`src/rtl/usi_bus_master.sv`:
```
// usi_bus_master -- initiator end of the USI CSR bus.
//
// Accepts single read/write commands over a valid/ready port, drives the
// registered bus (address, write data, write enable) to the CSR slaves,
// collects slave read data/valid and returns one response per read.
//
// Ports:
//   iSysClk, iSysRst            clock, asynchronous active-low reset
//   iCmdVd/oCmdRdy              command handshake (ready only in IDLE)
//   iCmdWr, iCmdAdrs, iCmdWd    command direction, address, write data
//   oRspVd/iRspRdy              response handshake
//   oRspRd, oRspErr             response data, timeout error flag
//   oMUsiWd, oMUsiAdrs,
//   oMUsiWCke                   registered bus write data/address/write enable
//   iMUsiRd, iMUsiVd            slave read data and valid
//   oBusy                       high in any state except IDLE
//
// Optional feature macro: USI_MASTER_WR_ACK_EN
//   defined   -> each write returns a response carrying the write data
//   undefined -> writes are posted, no response
module usi_bus_master #(
  parameter int unsigned             pBusAdrsBit = 32,
  parameter int unsigned             pTimeout    = 16,
  parameter logic [pBusAdrsBit-1:0]  pIdleAdrs   = '0
) (
  input  logic                   iSysClk,
  input  logic                   iSysRst,
  input  logic                   iCmdVd,
  output logic                   oCmdRdy,
  input  logic                   iCmdWr,
  input  logic [pBusAdrsBit-1:0] iCmdAdrs,
  input  logic [31:0]            iCmdWd,
  output logic                   oRspVd,
  input  logic                   iRspRdy,
  output logic [31:0]            oRspRd,
  output logic                   oRspErr,
  output logic [31:0]            oMUsiWd,
  output logic [pBusAdrsBit-1:0] oMUsiAdrs,
  output logic                   oMUsiWCke,
  input  logic [31:0]            iMUsiRd,
  input  logic                   iMUsiVd,
  output logic                   oBusy
);

  typedef enum logic [1:0] {
    ST_IDLE,
    ST_WRITE,
    ST_READ,
    ST_RESP
  } state_t;

  // Last wait-counter value before the timeout fires; the counter starts
  // at 0 in the first READ cycle, so this gives pTimeout READ cycles.
  localparam logic [7:0] CntLast = 8'(pTimeout - 1);

  state_t                   state_q, state_d;
  logic [pBusAdrsBit-1:0]   adrs_q, adrs_d;
  logic [31:0]              wd_q, wd_d;
  logic                     wcke_q, wcke_d;
  logic                     rspvd_q, rspvd_d;
  logic [31:0]              rsprd_q, rsprd_d;
  logic                     rsperr_q, rsperr_d;
  logic [7:0]               cnt_q, cnt_d;

  always_ff @(posedge iSysClk or negedge iSysRst) begin
    if (!iSysRst) begin
      state_q  <= ST_IDLE;
      adrs_q   <= pIdleAdrs;
      wd_q     <= '0;
      wcke_q   <= 1'b0;
      rspvd_q  <= 1'b0;
      rsprd_q  <= '0;
      rsperr_q <= 1'b0;
      cnt_q    <= '0;
    end else begin
      state_q  <= state_d;
      adrs_q   <= adrs_d;
      wd_q     <= wd_d;
      wcke_q   <= wcke_d;
      rspvd_q  <= rspvd_d;
      rsprd_q  <= rsprd_d;
      rsperr_q <= rsperr_d;
      cnt_q    <= cnt_d;
    end
  end

  // Bus outputs are registered, so the values for a state are loaded on
  // the transition into it.
  always_comb begin
    state_d  = state_q;
    adrs_d   = adrs_q;
    wd_d     = wd_q;
    wcke_d   = wcke_q;
    rspvd_d  = rspvd_q;
    rsprd_d  = rsprd_q;
    rsperr_d = rsperr_q;
    cnt_d    = cnt_q;

    case (state_q)
      ST_IDLE: begin
        adrs_d = pIdleAdrs;
        wd_d   = '0;
        wcke_d = 1'b0;
        if (iCmdVd) begin
          adrs_d = iCmdAdrs;
          if (iCmdWr) begin
            state_d = ST_WRITE;
            wd_d    = iCmdWd;
            wcke_d  = 1'b1;
          end else begin
            state_d = ST_READ;
            cnt_d   = '0;
          end
        end
      end

      ST_WRITE: begin
        // Single WCke cycle: slaves write on every cycle it is high.
        adrs_d = pIdleAdrs;
        wd_d   = '0;
        wcke_d = 1'b0;
`ifdef USI_MASTER_WR_ACK_EN
        state_d  = ST_RESP;
        rspvd_d  = 1'b1;
        rsprd_d  = wd_q;
        rsperr_d = 1'b0;
`else
        state_d  = ST_IDLE;
`endif
      end

      ST_READ: begin
        // cnt_q == 0 marks the first READ cycle, where slave valid cannot
        // yet reflect this address.
        if ((cnt_q != 8'd0) && iMUsiVd) begin
          state_d  = ST_RESP;
          adrs_d   = pIdleAdrs;
          rspvd_d  = 1'b1;
          rsprd_d  = iMUsiRd;
          rsperr_d = 1'b0;
        end else if (cnt_q >= CntLast) begin
          state_d  = ST_RESP;
          adrs_d   = pIdleAdrs;
          rspvd_d  = 1'b1;
          rsprd_d  = '0;
          rsperr_d = 1'b1;
        end else if (cnt_q != 8'hFF) begin
          cnt_d = cnt_q + 8'd1;
        end
      end

      ST_RESP: begin
        if (iRspRdy) begin
          state_d = ST_IDLE;
          rspvd_d = 1'b0;
        end
      end

      default: state_d = ST_IDLE;
    endcase
  end

  assign oCmdRdy   = (state_q == ST_IDLE);
  assign oBusy     = (state_q != ST_IDLE);
  assign oRspVd    = rspvd_q;
  assign oRspRd    = rsprd_q;
  assign oRspErr   = rsperr_q;
  assign oMUsiWd   = wd_q;
  assign oMUsiAdrs = adrs_q;
  assign oMUsiWCke = wcke_q;

endmodule
```
`config.mk`:
```
export PLATFORM = sky130hd
export DESIGN_NAME = usi_bus_master
export DESIGN_NICKNAME = d
export VERILOG_FILES = /design/src/rtl/usi_bus_master.sv
export SDC_FILE = /design/constraint.sdc
export NUM_CORES = 1
export LEC_CHECK = 0
export ABC_AREA = 1
export CORE_MARGIN = 2
export CORE_UTILIZATION = 46
export CTS_CLUSTER_DIAMETER = 60
export DETAILED_ROUTE_END_ITERATION = 6
export GPL_TIMING_DRIVEN = 0
export PLACE_DENSITY_LB_ADDON = 0.25
export SYNTH_ARGS = -nofsm -noshare
export SYNTH_HDL_FRONTEND = slang
export SYNTH_SLANG_ARGS = --single-unit
```
`constraint.sdc`:
```
create_clock -name iSysClk -period 2.7 [get_ports iSysClk]
set_input_delay 0.27 -clock iSysClk [delete_from_list [all_inputs] [get_ports iSysClk]]
set_output_delay 0.27 -clock iSysClk [all_outputs]
set_load 0.005 [all_outputs]
```
# Word level (Yosys, flattened, before mapping)
# Cells that the tools add are included.
# W data, S select, Z words.
# word_totals
rom_bits,0
memories,0
regBits,109
word_cells,63
out_inout_bits,101
latch_bits,0
ram_bits,0
# classes
n_mul,0
mux,28
magnitude_cmp,1
shift,0
n_bitwise,0
n_reduce_logical,14
add_sub_neg,1
div,0
n_eq_ne,11
# ops
cell,n
$mux W32,6
$pmux W32 S3,1
$pmux W32 S2,1
$mux W8,5
$pmux W8 S2,1
$ne A2 B2 Y1 const B,6
$mux W2,5
$reduce_bool A2 Y1,5
$add A8 B1 Y8 const B,1
$ge A8 B4 Y1 const B,1
$ne A8 B8 Y1 const B,1
$pmux W2 S4,1
$reduce_bool A8 Y1,1
$mux W1,6
$reduce_and A3 Y1,2
$reduce_and A6 Y1,1
$eq A2 B2 Y1 const B,2
$pmux W1 S2,2
$reduce_and A2 Y1,2
$ne A3 B3 Y1 const B,1
$reduce_bool A3 Y1,1
$eq A2 B1 Y1 const B,1
$logic_not A2 Y1,1
$logic_and A1 B1 Y1,1

# Logic depth before layout (Yosys ltp)
# depth
ltp_word,5
mapped_depth,9
depth_no_buf,9

# Worst setup path before layout
# OpenSTA, ideal clock, no wires.
# synth_path
path_type,register to register
start,register state_q[0]
end,"register adrs_q[0], in the netlist oMUsiAdrs[0]"
stages_incl_launch_ff,8
synth_period_minus_slack_ns,1.552
t_arrival_ns,1.435
slack_ns,1.148
required_time_ns,2.583
path_cell_list,dfrtp_1 > inv_1 > ha_1 > nor2_2 > nand2_1 > nand2_8 > buf_6 > o21ai_2
# synth_via
elab_chain_cells,3
elab_cells_between_ends,7
cone_classes,3 x eq/ne; 1 x mux; 3 x reduce/logical
# synth_lines
element,line_no,text
"start, declared",56,"state_t state_q, state_d;"
"start signal, assigned",76,state_q <= state_d;
$logic_not A2 Y1 (*),n/a,
via oCmdRdy,29,"output logic oCmdRdy,"
$reduce_bool A3 Y1 (no source line),n/a,
$reduce_and A2 Y1 (no source line),n/a,
"end signal, assigned",68,adrs_q <= pIdleAdrs;
"end signal, assigned",77,adrs_q <= adrs_d;
"end, declared",57,"logic [pBusAdrsBit-1:0] adrs_q, adrs_d;"
# The timed path passes the listed nets; every way through them passes the cells marked *.
# A chain may end at the register's enable or synchronous reset.

# Worst setup path after layout
# layout_path
start,register state_q[1]
end,output port oCmdRdy
# layout_via
elab_chain_cells,1
# layout_lines
element,line_no,text
$logic_not A2 Y1,163,assign oCmdRdy = (state_q == ST_IDLE);
"end, declared",29,
# Every way passes these cells.

==> impl_results.md <==
* Finished Layout Cells at 811
* Worst path bufs/invs at 2
* Initial core utilization at 0.4768
* Logic pwr share at 0.484
* Routability congestion estimate at 0.7935
* Worst-Margin Slew at 643.6 ps
* Yosys warnings at 0
* CP Class: flip-flop to output port
* Seq cells post-synth at 109
* CP max FO at 6
* Worst path arrival time at between 1500 and 2000 ps
* Biggest cell delay along the critical path at 550 ps
* Drt via density at 5.174
* Avg Cell Area, Syn at 10.27 µm²
* Largest net degree at the start of global routing at 63
* Flop pwr share at 0.365
* Placed cells at 794
* Max Root-Sink Buffers at 2
* Setup ws final at 700.2 ps
* Root Driver: clkbuf_8
* Routed wire length at about 13 mm
* CP top delay family: buffers and inverters
* Hold Buf Count CTS at 1
* Max H-tree Level at 3
* Core area at 9864 µm²
* Number of remaining DRC errors at 0
* Setup violations, final at 0
* Drt first-iter violations at 240
* Max-slew violations at 0
* Share of layout cells above drive strength 1 at 0.1180
* Synthesized Nets at 567
* # fillers at 730
* Crit-path cells: inv_1 -> ha_1 -> clkdlybuf4s50_1
* Ys flop type: dfrtp_1
* Initial antenna violation count at 0
* Overall Power at 6471 µW
* Slowest cell on the critical path: clkdlybuf4s50_1
* Psw at 2365 µW
* Most common cell after layout, fill and taps aside: clkdlybuf4s50_1
* Drt pass-1 iters at 4
* Status: finished, final reports clean
* Yosys cell types at 26
* Peak VDD IR at 0.0006521 V
* Switch share at 0.3655
* Antenna-violating nets left at 0
* Leak Pwr at about 0.0032 µW
* Clk sinks at 109
* Sequential element share of the synthesized area at 0.5799
* Max Clock Freq at 500.1 MHz
* DIE HEIGHT at 105.1 µm
* Detail Placement HPWL at around 9.5 mm
* Syn Inst Count at roughly 460
* Tcrit/Tclk final at 0.7407
* Fin nets at between 700 and 800
* Slew HR at 0.5709
* GRT Total Usage at 0.2266
* Number of setup buffers added after CTS at 0
* P_int at 4106 µW
* Antenna cell count at 0
* Hold Crit Class: primary input to async pin
* Post-synth EDFFs at 0
* TritonCTS clock tree: yes
* Num CTS Buffers at 9
* Max Cap Viol at 0
* Via count at 4196
* Clock power frac at 0.151
* Endpoint kind of the worst setup timing path: output port
* Worst Skew at between 10 and 15 ps
* Clock transition at path regs at around 100 ps
* Clk_lat worst skew at 350 ps
* Mapped Area at 4703 µm²
* Width of the die at 105.1 µm
* Commonest cells after routing, fill and taps aside: clkdlybuf4s50_1 (201), nand2_1 (123), dfrtp_1 (109)
* PortBufs at between 200 and 250
* # rows at 36
* PwrDens at just over 900 nW/µm²
* Area growth syn-to-layout at 51.56%
* DP Worst Slack at approximately 800 ps
* GRT Residual Overflow at 0
* Ys async rst share at 1.000
* First-pass GRT wire length at 20.27 mm
* Fin. Hold Viols at 0
* Period minus WS final at 2000 ps
* WL/cell at 15.46 µm
* I/O pin count at 203
* Required @ worst endpoint at 2430 ps
* Crit path launch type: flip-flop
* RSZ-0062 raised after global routing: no
* DIE AREA at 11050 µm²
* Vias in the first global route at 4138
* Post_cts resized at 0
registers in the layout, summed over array words and instances (netlist names):
signal and flops:
oMUsiWd 32, state_q 2, oRspErr 1, oMUsiAdrs 32, cnt_q 8, oRspRd 32
oRspVd 1, oMUsiWCke 1
stage by stage:
stage                       util  hold WS [ps]  instance area (µm²)  setup TNS (ps)
after floorplan                -        -25.59                 4703               0
after global placement    0.6986         452.3                 6892         -296310
after detailed placement  0.7012         341.3                 6917               0
after CTS                 0.7226         451.1                 7128               0
after global routing      0.7226         463.2                 7128               0
final                     0.7226         461.1                 7128               0
path summary, 6_finish.rpt:
check                               from            end  slack, ps  cells after the start
max                           state_q[1]        oCmdRdy        700                      3
min                              iSysRst     oRspRd[21]        460                      2
max reg2reg                   state_q[0]  oMUsiAdrs[28]        820                      6
min reg2reg                oMUsiAdrs[30]  oMUsiAdrs[30]        490                      2
max in group asynchronous        iSysRst  oMUsiAdrs[13]       1520                      3
min in group iSysClk        iCmdAdrs[31]  oMUsiAdrs[31]        470                      3
cell usage after synthesis (4+ instances only):
master	n	area share
nand4_1	4	0.0053
nor2_1	8	0.0064
clkbuf_1	12	0.0096
inv_1	18	0.014
nand3_1	69	0.073
o21ai_2	31	0.058
buf_6	5	0.012
buf_2	10	0.011
ha_1	7	0.019
nand2_2	8	0.011
a32o_1	32	0.068
nand2_1	123	0.098
dfrtp_1	109	0.58
power by group through the flow:
stage | combinational [µW] | clock (µW) | sequential (µW)
after floorplan | 1620 | 0 | 2400
after global placement | 3070 | 0 | 2360
after detailed placement | 3160 | 0 | 2390
after CTS | 3170 | 1010 | 2360
after global routing | 3430 | 1070 | 2420
final | 3130 | 978 | 2360
cells by family after synthesis:
group                    Yosys count  share of synthesized area
flip-flops                       109                     0.5799
XOR/XNOR                           2                   0.003725
AND/OR/NAND/NOR                  221                     0.2118
adder cells (fa/ha/maj)            7                    0.01862
buffers and inverters             50                    0.05294
AO/OA/AOI/OAI                     69                     0.1330
cell type report:
type / instances / area, µm² / share of cell area
Buffer: 31 / 177.7 / 0.02493
Clock buffer: 11 / 141.4 / 0.01984
Clock inverter: 5 / 60.06 / 0.008425
Inverter: 19 / 71.32 / 0.01001
Multi-Input combinational cell: 299 / 1727 / 0.2422
Sequential cell: 109 / 2728 / 0.3827
Tap cell: 133 / 166.4 / 0.02335
Timing Repair Buffer: 204 / 2057 / 0.2886
layer usage:
layer	GRT usage	vias to the layer above	wire length, µm	part of all wire
li1	-	1984	-	-
met1	0.2718	2016	4911	0.39
met2	0.3956	177	6382	0.51
met3	0.06363	19	990	0.079
met4	0.06857	0	252	0.020
met5	0	-	0	0
(Power assumes the default switching activity.)
